### src/rtl/morse_letter_ctrl_pkg.sv
// Shared constants for the morse letter controller: FSM state encoding,
// symbol bit encoding and default letter geometry.
package morse_pkg;

  localparam logic [1:0] S_IDLE    = 2'd0;
  localparam logic [1:0] S_COLLECT = 2'd1;
  localparam logic [1:0] S_EMIT    = 2'd2;

  localparam logic SYM_DOT  = 1'b0;
  localparam logic SYM_LINE = 1'b1;

  localparam int MAX_SYMBOLS_DEF = 5;
  localparam int LETTER_GAP_DEF  = 6;
  localparam int LEN_W_DEF       = 3;

  // Bit value stored for a single-symbol event (only ld_line matters once
  // the pair is known to be exclusive).
  function automatic logic sym_bit(input logic is_line);
    return is_line ? SYM_LINE : SYM_DOT;
  endfunction

endpackage

### src/rtl/morse_letter_ctrl_if.sv
// Letter hand-off bus between the letter controller and the
// character-mapping stage (valid/ready with code, length and overflow).
interface morse_letter_ctrl_if
  import morse_pkg::*;
#(
  parameter int MAX_SYMBOLS = MAX_SYMBOLS_DEF,
  parameter int LEN_W       = LEN_W_DEF
);
  logic                   letter_valid;
  logic                   letter_ready;
  logic [MAX_SYMBOLS-1:0] letter_code;
  logic [LEN_W-1:0]       letter_len;
  logic                   letter_ovf;

  modport master (
    output letter_valid, letter_code, letter_len, letter_ovf,
    input  letter_ready
  );

  modport slave (
    input  letter_valid, letter_code, letter_len, letter_ovf,
    output letter_ready
  );
endinterface

### src/rtl/morse_letter_ctrl_gap_timer.sv
// Saturating idle-gap counter. done is high in the cycle whose tick brings
// the count up to LETTER_GAP, so the letter can close on the next edge.
module morse_gap_timer #(
  parameter int LETTER_GAP = 6
) (
  input  logic clock,
  input  logic reset,
  input  logic clr,
  input  logic tick,
  output logic done
);
  localparam logic [7:0] GAP_MAX = 8'(LETTER_GAP);

  logic [7:0] cnt_q, cnt_d;

  // Next count: clear dominates, otherwise count ticks up to saturation.
  always_comb begin
    cnt_d = cnt_q;
    done  = 1'b0;
    if (clr) begin
      cnt_d = '0;
    end else if (tick && (cnt_q < GAP_MAX)) begin
      cnt_d = cnt_q + 8'd1;
      done  = (cnt_d == GAP_MAX);
    end
  end

  // Counter register.
  always_ff @(posedge clock or posedge reset) begin
    if (reset) cnt_q <= '0;
    else       cnt_q <= cnt_d;
  end
endmodule

### src/rtl/morse_letter_ctrl.sv
// Collects decoder dot/line pulses into a letter, closes it after an idle
// gap, offers it downstream over valid/ready and resyncs the decoder after
// each accepted letter.
module morse_letter_ctrl
  import morse_pkg::*;
#(
  parameter int MAX_SYMBOLS = MAX_SYMBOLS_DEF,
  parameter int LETTER_GAP  = LETTER_GAP_DEF,
  parameter int LEN_W       = LEN_W_DEF
) (
  input  logic                clock,
  input  logic                reset,
  input  logic                tick,
  input  logic                key_idle,
  input  logic                ld_dot,
  input  logic                ld_line,
  morse_letter_ctrl_if.master lbus,
  output logic                sym_err,
  output logic                sym_drop,
  output logic                dec_resetn
);
  localparam logic [LEN_W-1:0] LEN_MAX = LEN_W'(MAX_SYMBOLS);
  localparam logic [LEN_W-1:0] LEN_ONE = LEN_W'(1);

  logic [1:0]             state_q, state_d;
  logic [MAX_SYMBOLS-1:0] code_q, code_d;
  logic [LEN_W-1:0]       len_q, len_d;
  logic                   ovf_q, ovf_d;
  logic                   valid_q, valid_d;
  logic                   err_q, drop_q, rstn_q;

  logic sym_ev, err_ev, accept, gap_clr, gap_done;

  assign sym_ev  = ld_dot ^ ld_line;
  assign err_ev  = ld_dot & ld_line;
  assign accept  = valid_q & lbus.letter_ready;
  // A simultaneous dot+line is not a symbol, so it leaves the gap running.
  assign gap_clr = sym_ev | ~key_idle;

  morse_gap_timer #(.LETTER_GAP(LETTER_GAP)) u_gap (
    .clock (clock),
    .reset (reset),
    .clr   (gap_clr),
    .tick  (tick),
    .done  (gap_done)
  );

  // Letter FSM and code/length/overflow datapath.
  always_comb begin
    state_d = state_q;
    code_d  = code_q;
    len_d   = len_q;
    ovf_d   = ovf_q;
    case (state_q)
      S_IDLE: begin
        if (sym_ev) begin
          code_d    = '0;
          code_d[0] = sym_bit(ld_line);
          len_d     = LEN_ONE;
          ovf_d     = 1'b0;
          state_d   = S_COLLECT;
        end
      end
      S_COLLECT: begin
        // A symbol on the closing tick also clears the gap, so it wins.
        if (sym_ev) begin
          if (len_q < LEN_MAX) begin
            code_d[len_q] = sym_bit(ld_line);
            len_d         = len_q + LEN_ONE;
          end else begin
            ovf_d = 1'b1;
          end
        end else if (gap_done) begin
          state_d = S_EMIT;
        end
      end
      S_EMIT: begin
        if (accept) begin
          code_d  = '0;
          len_d   = '0;
          ovf_d   = 1'b0;
          state_d = S_IDLE;
        end
      end
      default: state_d = S_IDLE;
    endcase
    valid_d = (state_d == S_EMIT);
  end

  // Letter state registers.
  always_ff @(posedge clock or posedge reset) begin
    if (reset) begin
      state_q <= S_IDLE;
      code_q  <= '0;
      len_q   <= '0;
      ovf_q   <= 1'b0;
      valid_q <= 1'b0;
    end else begin
      state_q <= state_d;
      code_q  <= code_d;
      len_q   <= len_d;
      ovf_q   <= ovf_d;
      valid_q <= valid_d;
    end
  end

  // Status pulses and decoder resync; resync is held low during reset.
  always_ff @(posedge clock or posedge reset) begin
    if (reset) begin
      err_q  <= 1'b0;
      drop_q <= 1'b0;
      rstn_q <= 1'b0;
    end else begin
      err_q  <= err_ev;
      drop_q <= sym_ev && (state_q == S_EMIT);
      rstn_q <= ~accept;
    end
  end

  assign lbus.letter_valid = valid_q;
  assign lbus.letter_code  = code_q;
  assign lbus.letter_len   = len_q;
  assign lbus.letter_ovf   = ovf_q;
  assign sym_err           = err_q;
  assign sym_drop          = drop_q;
  assign dec_resetn        = rstn_q;
endmodule

### src/flat_wrapper.sv
// flat-port wrapper written by rule: the top's interface ports become plain ports
module morse_letter_ctrl_flat import morse_pkg::*;
#(
  parameter int MAX_SYMBOLS = MAX_SYMBOLS_DEF,
  parameter int LETTER_GAP  = LETTER_GAP_DEF,
  parameter int LEN_W       = LEN_W_DEF
)
  (clock, reset, tick, key_idle, ld_dot, ld_line, sym_err, sym_drop, dec_resetn, lbus_letter_valid, lbus_letter_code, lbus_letter_len, lbus_letter_ovf, lbus_letter_ready);
  morse_letter_ctrl_if #(.MAX_SYMBOLS(MAX_SYMBOLS), .LEN_W(LEN_W)) lbus_i ();
  input  logic clock;
  input  logic reset;
  input  logic tick;
  input  logic key_idle;
  input  logic ld_dot;
  input  logic ld_line;
  output logic sym_err;
  output logic sym_drop;
  output logic dec_resetn;
  output wire logic [$bits(lbus_i.letter_valid)-1:0] lbus_letter_valid;
  output wire logic [$bits(lbus_i.letter_code)-1:0] lbus_letter_code;
  output wire logic [$bits(lbus_i.letter_len)-1:0] lbus_letter_len;
  output wire logic [$bits(lbus_i.letter_ovf)-1:0] lbus_letter_ovf;
  input wire logic [$bits(lbus_i.letter_ready)-1:0] lbus_letter_ready;
  assign lbus_letter_valid = lbus_i.letter_valid;
  assign lbus_letter_code = lbus_i.letter_code;
  assign lbus_letter_len = lbus_i.letter_len;
  assign lbus_letter_ovf = lbus_i.letter_ovf;
  assign lbus_i.letter_ready = lbus_letter_ready;
  morse_letter_ctrl #(.MAX_SYMBOLS(MAX_SYMBOLS), .LETTER_GAP(LETTER_GAP), .LEN_W(LEN_W)) u_core (.clock(clock), .reset(reset), .tick(tick), .key_idle(key_idle), .ld_dot(ld_dot), .ld_line(ld_line), .lbus(lbus_i), .sym_err(sym_err), .sym_drop(sym_drop), .dec_resetn(dec_resetn));
endmodule
### config.mk
export PLATFORM = sky130hd
export DESIGN_NAME = morse_letter_ctrl_flat
export DESIGN_NICKNAME = d
export VERILOG_FILES = /design/src/rtl/morse_letter_ctrl_pkg.sv /design/src/rtl/morse_letter_ctrl_if.sv /design/src/rtl/morse_letter_ctrl_gap_timer.sv /design/src/rtl/morse_letter_ctrl.sv /design/src/flat_wrapper.sv
export SDC_FILE = /design/constraint.sdc
export NUM_CORES = 1
export LEC_CHECK = 0
export ABC_AREA = 1
export CORE_MARGIN = 10
export CORE_UTILIZATION = 45
export DETAILED_ROUTE_END_ITERATION = 7
export PLACE_DENSITY = 0.67
export SYNTH_ARGS = -nofsm -noshare
export SYNTH_HDL_FRONTEND = slang
export SYNTH_SLANG_ARGS = --single-unit
### constraint.sdc
create_clock -name clock -period 1.4 [get_ports clock]
set_input_delay 0.14 -clock clock [delete_from_list [all_inputs] [get_ports clock]]
set_output_delay 0.14 -clock clock [all_outputs]
set_load 0.02 [all_outputs]
==> run summary, run 1 <==
GRT Util Overall - 0.116
Area Overhead vs Synth - 42.5%
share of the yosys chip area belonging to registers - 0.440
share of cells above drive strength 1 - 0.391
status - complete, but fails checks
kind of start point of the critical path - flop
slowest stage cell, crit path - dfrtp_1
effective utilization at floorplan - 0.475
slew margin rel. - 0.804
PwrDens - 1330 nW/um^2
Top-Level Pins - 20
RSZ-0062 raised after global routing - true
first-pass GRT wire length - 5.15 mm
max frequency - 669 MHz
CTS Sinks - 23
period utilization - 1.07
maximum vdd ir drop - 0.00137 V
CP Capture Type - flop
most frequent cells in the layout - 30 x nand2_1, 23 x buf_4, 22 x dfrtp_1
DP Cell Count - 227
setup TNS - -0.573 ns
Slew Limit Fails - 0
clock power share - 0.122
Reg clk slew, reported paths - 0.13 ns
Critical Path AT - 1.73 ns
initial antenna violation count - 0
PnR worst setup slack - -0.0954 ns
largest net degree at the start of global routing - 24
switching part of the total power - 0.406
chip width - 73.9 um
Detail Placement HPWL - 2.25 mm
internal power - 0.00147 W
worst skew pair latency - 0.30 ns
row cnt - 19
Netlist cell types - 27
Initial DRT Pass Iterations - 4
Final Cell Area - 1870 um^2
worst path required time - 1.64 ns
leakage power - 0.940 nW
minimum clock period - 1.50 ns
die area - 5470 um^2
Critical Path Max Stage Delay - 0.42 ns
clock skew - 0.00500 ns
cts hold-fix bufs - 0
failing checks - negative setup slack
core area - 2760 um^2
maximum buffer depth of the clock tree - 2
Vias/cell - 5.02
Setup-failing EPs final - 8
Routed Antenna Nets - 0
Setup CP Type - flop to flop
Synth Register Bits - 23
crit path max fanout - 8
Routability Congestion - 0.856
critical-path cell list - buf_6 > ha_4 > inv_4 > nor2_4 > nor2_2 > nand2_2 > a21oi_4 > buf_12 > nand3_2 > o21ai_1
vias in the first global route - 1,185
final wirelength - 3.09 mm
I/O Buffers - 19
synthesized instance count - 160
DIE HEIGHT - 73.9 um
non-filler cells in the finished layout - 238
Final Hold Viols - 0
part of the power in registers - 0.331
syn nets - 175
Psw - 0.00101 W
Routed WL per cell - 13.0 um
Clock Tree Root - clkbuf_4
R2R Setup Slk - -0.1 ns
cells on worst reg2reg path - 10
R2R Path End - u_core.lbus.letter_len[1]$_DFFE_PP0P_
Placed Area - 1690 um^2
htree depth - 1
via count - 1,195
Synth Area per Inst - 8.18 um^2
Ys Warns - 0
FF-to-FF Start - u_core.state_q[0]$_DFF_PP0_
number of buffers created by CTS - 3
Worst Tran Pin Value - 0.294 ns
Max Cap Violations - 0
grt ovf - 0
DRC violations left - 0
Min-Delay Path Class - input pin to async pin
iteration-0 DRC count of the detailed router - 73
NumNets Final - 223
# diodes - 0
most common cell after layout, fill and taps aside - nand2_1
post-synthesis cell area - 1310 um^2
combinational share of power - 0.547
pre-CTS WS - -0.445 ns
CTS tree - yes
## cells in the mapped netlist, drive strengths merged
| cell | number | area, um^2 |
|---|---|---|
| a21boi | 1 | 7.51 |
| a21oi | 9 | 60.1 |
| a31o | 1 | 8.76 |
| a31oi | 1 | 6.26 |
| buf | 2 | 22.5 |
| dfrtp | 23 | 576 |
| ha | 8 | 100 |
| inv | 25 | 98.9 |
| nand2 | 40 | 155 |
| nand3 | 11 | 60.1 |
| nand4 | 3 | 18.8 |
| nor2 | 17 | 78.8 |
| nor3 | 1 | 5.00 |
| o21ai | 14 | 77.6 |
| o22ai | 2 | 18.8 |
| or2 | 1 | 6.26 |
| xnor2 | 1 | 8.76 |
## flip-flops by register name (all words and copies together) (netlist names)
| name | cells |
|---|---|
| u_core.lbus.letter_valid | 1 |
| u_core.lbus.letter_len | 3 |
| u_core.sym_err | 1 |
| u_core.dec_resetn | 1 |
| u_core.sym_drop | 1 |
| u_core.lbus.letter_code | 5 |
| u_core.state_q | 2 |
| u_core.u_gap.cnt_q | 8 |
| u_core.lbus.letter_ovf | 1 |
## layer usage
| layer | track usage | share of wire | vias to the layer above |
|---|---|---|---|
| met5 | 0 | 0 | - |
| met4 | 0.0476 | 0.0052 | 0 |
| met3 | 0.0346 | 0.052 | 2 |
| met2 | 0.190 | 0.50 | 18 |
| met1 | 0.138 | 0.44 | 570 |
| li1 | - | - | 605 |
## how the worst max path moves through the flow
stage / from / end / slack (ns) / cells past startpoint
6_report: u_core.state_q[0]$_DFF_PP0_ / u_core.lbus.letter_len[1]$_DFFE_PP0P_ / -0.1 / 10
5_1_grt: u_core.state_q[0]$_DFF_PP0_ / u_core.lbus.letter_len[1]$_DFFE_PP0P_ / -0.17 / 10
4_1_cts: u_core.state_q[0]$_DFF_PP0_ / u_core.lbus.letter_code[0]$_DFFE_PP0P_ / -0.1 / 10
3_5_place_dp: ld_line / u_core.lbus.letter_code[0]$_DFFE_PP0P_ / -0.45 / 9
3_3_place_gp: ld_line / u_core.lbus.letter_len[1]$_DFFE_PP0P_ / -0.37 / 9
2_1_floorplan: u_core.state_q[1]$_DFF_PP0_ / u_core.lbus.letter_code[4]$_DFFE_PP0P_ / -0.09 / 11
## cells by family after synthesis
kind of cell / synth area share
AOI/OAI and AO/OA: 0.137
xor gates and xnor gates: 0.00669
adders and majority gates: 0.0765
buffers and inverters: 0.0927
DFF: 0.440
and+or+nand+nor: 0.248
## power groups by stage
stage | combinational, W | clock (W) | sequential (W)
6_report | 0.00136 | 0.000303 | 0.000821
5_1_grt | 0.00149 | 0.000348 | 0.000836
4_1_cts | 0.00124 | 0.000322 | 0.000818
3_5_place_dp | 0.00116 | 0 | 0.000828
3_3_place_gp | 0.00113 | 0 | 0.000824
2_1_floorplan | 0.000590 | 0 | 0.000902
## what timing repair did
item	CTS	global route
resized for setup	31	23
pin swaps	6	8
setup buffers	5	2
endpoints found under the setup margin	25	14
## area by class of cell
| cell class | instances | area, um^2 |
|---|---|---|
| Sequential cell | 23 | 577 |
| Tap cell | 31 | 38.8 |
| Fill cell | 222 | 892 |
| Inverter | 25 | 98.8 |
| Clock inverter | 1 | 5.00 |
| Multi-Input combinational cell | 110 | 731 |
| Clock buffer | 3 | 22.5 |
| Timing Repair Buffer | 45 | 393 |
## stage by stage
step,power (W),util,hold slack (ns)
after floorplan,0.00149,-,0.142
after global placement,0.00196,0.611,0.482
after detailed placement,0.00199,0.611,0.489
after CTS,0.00238,0.650,0.161
after global routing,0.00267,0.676,0.188
final,0.00248,0.676,0.159
## critical path: cells and delay by family (launching register included)
kind                       cells  cell delay, ns
and+or+nand+nor                4            0.25
AOI/OAI and AO/OA              2            0.26
adders and majority gates      1            0.16
buffers and inverters          3            0.34
DFF                            1            0.42
Note: power is estimated with default switching activity, not from simulation.
==> run 2, diff against run 1 <==
--- a/config.mk
+++ b/config.mk
@@ -6,6 +6,7 @@
 export NUM_CORES = 1
 export LEC_CHECK = 0
 export ABC_AREA = 1
+export CORE_ASPECT_RATIO = 0.8
 export CORE_MARGIN = 10
 export CORE_UTILIZATION = 45
 export DETAILED_ROUTE_END_ITERATION = 7
==> run summary, run 2 (synthesis gave the netlist of run 1 again) <==
clock power share - 0.125
final wirelength - 3.39 mm
Worst Tran Pin Value - 0.300 ns
Final Hold Viols - 0
Largest Register - u_core.u_gap.cnt_q
crit path max fanout - 4
DP Cell Count - 235
Routability Congestion - 0.881
GRT Util Overall - 0.122
combinational share of power - 0.548
NumNets Final - 223
Slew Limit Fails - 0
chip width - 80.3 um
Vias/cell - 5.04
CP Capture Type - flop
kind of start point of the critical path - flop
status - complete, but fails checks
die area - 5480 um^2
non-filler cells in the finished layout - 245
failing checks - negative setup slack
first-pass GRT wire length - 5.31 mm
htree depth - 1
maximum buffer depth of the clock tree - 2
I/O Buffers - 19
worst path required time - 1.66 ns
internal power - 0.00145 W
initial antenna violation count - 0
clock skew - 0.00251 ns
max frequency - 654 MHz
vias in the first global route - 1,209
Area Overhead vs Synth - 49.7%
effective utilization at floorplan - 0.473
FF/Latch Area - 577 um^2
grt ovf - 0
CTS Sinks - 23
# diodes - 0
slew margin rel. - 0.800
Setup-failing EPs final - 10
Fillers - 221
most frequent cells in the layout - 26 x nand2_1, 22 x dfrtp_1, 20 x buf_4
via count - 1,234
Critical Path AT - 1.78 ns
period utilization - 1.09
number of buffers created by CTS - 3
Detail Placement HPWL - 2.37 mm
leakage power - 0.969 nW
PwrDens - 1280 nW/um^2
cells on worst reg2reg path - 11
Psw - 0.00106 W
Min-Delay Path Class - input pin to async pin
Routed Antenna Nets - 0
Initial DRT Pass Iterations - 4
Max Cap Violations - 0
max reg flops - 8
switching part of the total power - 0.423
core area - 2770 um^2
row cnt - 17
minimum clock period - 1.53 ns
most common cell after layout, fill and taps aside - nand2_1
multi-input logic area - 813 um^2
part of the power in registers - 0.327
PnR worst setup slack - -0.128 ns
share of cells above drive strength 1 - 0.435
iteration-0 DRC count of the detailed router - 72
RSZ-0062 raised after global routing - true
Clock Tree Root - clkbuf_4
Top-Level Pins - 20
maximum vdd ir drop - 0.000808 V
largest net degree at the start of global routing - 24
DRC violations left - 0
Setup CP Type - flop to flop
DIE HEIGHT - 68.2 um
setup TNS - -0.978 ns
worst skew pair latency - 0.32 ns
Routed WL per cell - 13.8 um
Reg clk slew, reported paths - 0.13 ns
CTS tree - yes
Hold Slack - 0.152 ns
## run 2: worst paths after layout
path	start	end	slack [ns]
hold / removal	reset	u_core.lbus.letter_code[4]$_DFFE_PP0P_	0.15
min in group clock	ld_line	u_core.sym_err$_DFF_PP0_	0.17
hold reg to reg	u_core.u_gap.cnt_q[6]$_DFFE_PP0P_	u_core.u_gap.cnt_q[6]$_DFFE_PP0P_	0.51
max in group asynchronous	reset	u_core.u_gap.cnt_q[2]$_DFFE_PP0P_	1.00
setup reg to reg	u_core.state_q[1]$_DFF_PP0_	u_core.lbus.letter_code[0]$_DFFE_PP0P_	-0.13
setup / recovery	u_core.state_q[1]$_DFF_PP0_	u_core.lbus.letter_code[0]$_DFFE_PP0P_	-0.13
## run 2: repair_timing
item,4_1_cts,5_1_grt
resized for setup,27,46
setup buffers,3,3
setup endpoints to repair,25,14
pin swaps,5,19
endpoints found under the hold margin,0,0
hold buffers,0,0
cloned,0,0
## run 2: critical path: stages (launching register included)
cell and delay (ns):
dfrtp_1 0.41, inv_2 0.07, buf_6 0.12, ha_4 0.16
inv_4 0.05, nor2_2 0.03, nor2_2 0.08, nand2_2 0.08
a21oi_4 0.19, buf_6 0.15, nand2_2 0.06, o21ai_2 0.06
## run 2: stage by stage
stage                     total power, W  instance area (um^2)  utilization  setup WS (ns)
after floorplan                  0.00149                  1320            -        -0.0909
after global placement           0.00190                  1690        0.611         -0.411
after detailed placement         0.00193                  1690        0.611         -0.480
after CTS                        0.00232                  1760        0.638         -0.129
after global routing             0.00268                  1960        0.709         -0.221
final                            0.00251                  1960        0.709         -0.128
## run 2: per-layer routing
layer  part of all wire  global-route usage
met2               0.47               0.202
met4             0.0050              0.0373
met5                  0                   0
met3              0.079              0.0484
met1               0.44               0.144
## run 2: final cells by class
cell class                      instances  area share
Multi-Input combinational cell        110       0.415
Inverter                               25      0.0517
Clock buffer                            4      0.0134
Tap cell                               38      0.0243
Sequential cell                        23       0.294
Timing Repair Buffer                   45       0.201
## run 2: power by group through the flow
stage	clock (W)	combinational, W	sequential [W]
finish	0.000315	0.00138	0.000820
global route	0.000356	0.00149	0.000836
CTS	0.000330	0.00117	0.000820
detailed placement	0	0.00110	0.000835
global placement	0	0.00107	0.000829
floorplan	0	0.000590	0.000902
==> run 3, diff against run 2 <==
--- a/config.mk
+++ b/config.mk
@@ -8,9 +8,10 @@
 export ABC_AREA = 1
 export CORE_ASPECT_RATIO = 0.8
 export CORE_MARGIN = 10
-export CORE_UTILIZATION = 45
+export CORE_UTILIZATION = 35
+export CTS_CLUSTER_DIAMETER = 120
 export DETAILED_ROUTE_END_ITERATION = 7
-export PLACE_DENSITY = 0.67
+export PLACE_DENSITY = 0.54
 export SYNTH_ARGS = -nofsm -noshare
 export SYNTH_HDL_FRONTEND = slang
 export SYNTH_SLANG_ARGS = --single-unit
==> run summary, run 3 (synthesis gave the netlist of run 1 again) <==
status - complete, but fails checks
failing checks - negative setup slack
R2R Setup Slk - -0.12 ns
grt ovf - 0
leakage power - 1.02 nW
clock skew - 0.000815 ns
most frequent cells in the layout - 26 x nand2_1, 23 x buf_4, 21 x dfrtp_1
Slew Limit Fails - 0
Final Hold Viols - 0
Clock Tree Root - clkbuf_8
Fillers - 342
internal power - 0.00158 W
die area - 6600 um^2
# diodes - 0
total power draw - 0.00262 W
maximum buffer depth of the clock tree - 2
DIE HEIGHT - 74.7 um
pre-CTS WS - -0.456 ns
first-pass GRT wire length - 5.37 mm
worst skew pair latency - 0.26 ns
Max Cap Violations - 0
GRT Util Overall - 0.102
max reg flops - 8
FF-to-FF Start - u_core.state_q[0]$_DFF_PP0_
Worst Tran Pin Value - 0.307 ns
combinational share of power - 0.526
Routed Antenna Nets - 0
worst path required time - 1.59 ns
kind of start point of the critical path - flop
Top-Level Pins - 20
CTS Sinks - 23
core area - 3520 um^2
Routability Congestion - 0.917
DRC violations left - 0
Min-Delay Path Class - input pin to flop
effective utilization at floorplan - 0.372
PnR worst setup slack - -0.124 ns
largest net degree at the start of global routing - 24
Area Overhead vs Synth - 53.2%
period utilization - 1.09
htree depth - 1
number of buffers created by CTS - 3
Setup CP Type - flop to flop
Setup-failing EPs final - 9
clock power share - 0.158
NumNets Final - 227
maximum vdd ir drop - 0.00103 V
Initial DRT Pass Iterations - 4
most common cell after layout, fill and taps aside - nand2_1
Critical Path AT - 1.71 ns
via count - 1,205
chip width - 88.4 um
Vias/cell - 4.76
row cnt - 19
part of the power in registers - 0.316
initial antenna violation count - 0
cells on worst reg2reg path - 10
CTS tree - yes
PwrDens - 1310 nW/um^2
Largest Register - u_core.u_gap.cnt_q
I/O Buffers - 19
minimum clock period - 1.52 ns
Psw - 0.00104 W
switching part of the total power - 0.397
crit path max fanout - 4
vias in the first global route - 1,153
R2R Path End - u_core.lbus.letter_len[1]$_DFFE_PP0P_
CP Capture Type - flop
WHS Endpoint - u_core.sym_err$_DFF_PP0_
Reg clk slew, reported paths - 0.08 ns
Routed WL per cell - 13.3 um
slew margin rel. - 0.796
iteration-0 DRC count of the detailed router - 45
Worst Hold Depth - 2
RSZ-0062 raised after global routing - true
max frequency - 656 MHz
HP Start - ld_dot
cts hold-fix bufs - 0
setup TNS - -0.826 ns
final wirelength - 3.37 mm
Detail Placement HPWL - 2.41 mm
share of cells above drive strength 1 - 0.441
## run 3: cell types whose count changed in the layout (fill, tap and decap cells not counted), moves of 2 or more
cell | before | now
a21oi_1 | 5 | 3
a21oi_2 | 2 | 5
buf_4 | 20 | 23
clkbuf_4 | 3 | 0
clkbuf_8 | 0 | 3
clkdlybuf4s50_1 | 5 | 7
dlygate4sd2_1 | 13 | 7
dlymetal6s2s_1 | 1 | 5
nand3_4 | 2 | 0
o21ai_1 | 1 | 3
o21ai_2 | 6 | 4
## run 3: layout make-up
| type | count | area (um^2) | area share |
|---|---|---|---|
| inverters | 25 | 101 | 0.0506 |
| flip-flops and latches | 23 | 578 | 0.288 |
| clock buffers | 4 | 45.0 | 0.0225 |
| repair buffers | 49 | 445 | 0.222 |
| well taps | 42 | 52.6 | 0.0262 |
| multi-input cells | 110 | 782 | 0.390 |
## run 3: worst max-delay path, stage by stage (launching register included)
cell and delay (ns):
dfrtp_1 0.42, buf_6 0.13, ha_4 0.16, inv_4 0.06, nor2_4 0.03, nor2_2 0.08, nand2_2 0.08, a21oi_4 0.21
buf_6 0.15, nand3_2 0.05, o21ai_1 0.08
## run 3: power groups by stage
stage	Sequential [W]	Combinational [W]	Clock (W)
CTS	0.000823	0.00122	0.000434
global route	0.000837	0.00152	0.000459
detailed placement	0.000834	0.00112	0
floorplan	0.000902	0.000590	0
finish	0.000827	0.00138	0.000414
global placement	0.000829	0.00111	0
## run 3: through the flow
step,util,cell area [um^2],std cells,hold WS (ns)
after floorplan,-,1320,160,0.142
after global placement,0.484,1700,240,0.481
final,0.570,2000,253,0.170
after detailed placement,0.484,1700,240,0.486
after CTS,0.512,1800,248,0.235
after global routing,0.570,2000,253,0.170
## run 3: worst max path at each step
stage / from / endpoint / slack, ns / depth (start not counted)
3_5_place_dp: ld_line / u_core.lbus.letter_len[1]$_DFFE_PP0P_ / -0.46 / 9
4_1_cts: u_core.state_q[0]$_DFF_PP0_ / u_core.lbus.letter_code[4]$_DFFE_PP0P_ / -0.11 / 10
3_3_place_gp: ld_line / u_core.lbus.letter_len[1]$_DFFE_PP0P_ / -0.40 / 9
2_1_floorplan: u_core.state_q[1]$_DFF_PP0_ / u_core.lbus.letter_code[4]$_DFFE_PP0P_ / -0.09 / 11
6_report: u_core.state_q[0]$_DFF_PP0_ / u_core.lbus.letter_len[1]$_DFFE_PP0P_ / -0.12 / 10
5_1_grt: u_core.state_q[1]$_DFF_PP0_ / u_core.lbus.letter_ovf$_DFFE_PP0P_ / -0.20 / 10
## run 3: repair_timing
| action | 4_1_cts | 5_1_grt |
|---|---|---|
| endpoints found under the setup margin | 21 | 21 |
| buffers inserted | 4 | 6 |
| resized for setup | 19 | 50 |
| cloned | 0 | 0 |
| pin swaps | 4 | 19 |
## run 3: layer usage
layer  up-vias  wire length, um  part of all wire  GRT usage
li1        615                -                 -          -
met3         6               91             0.027     0.0324
met5         -                0                 0          0
met4         0               45             0.013     0.0286
met1       570             1620              0.48      0.128
met2        14             1610              0.48      0.167
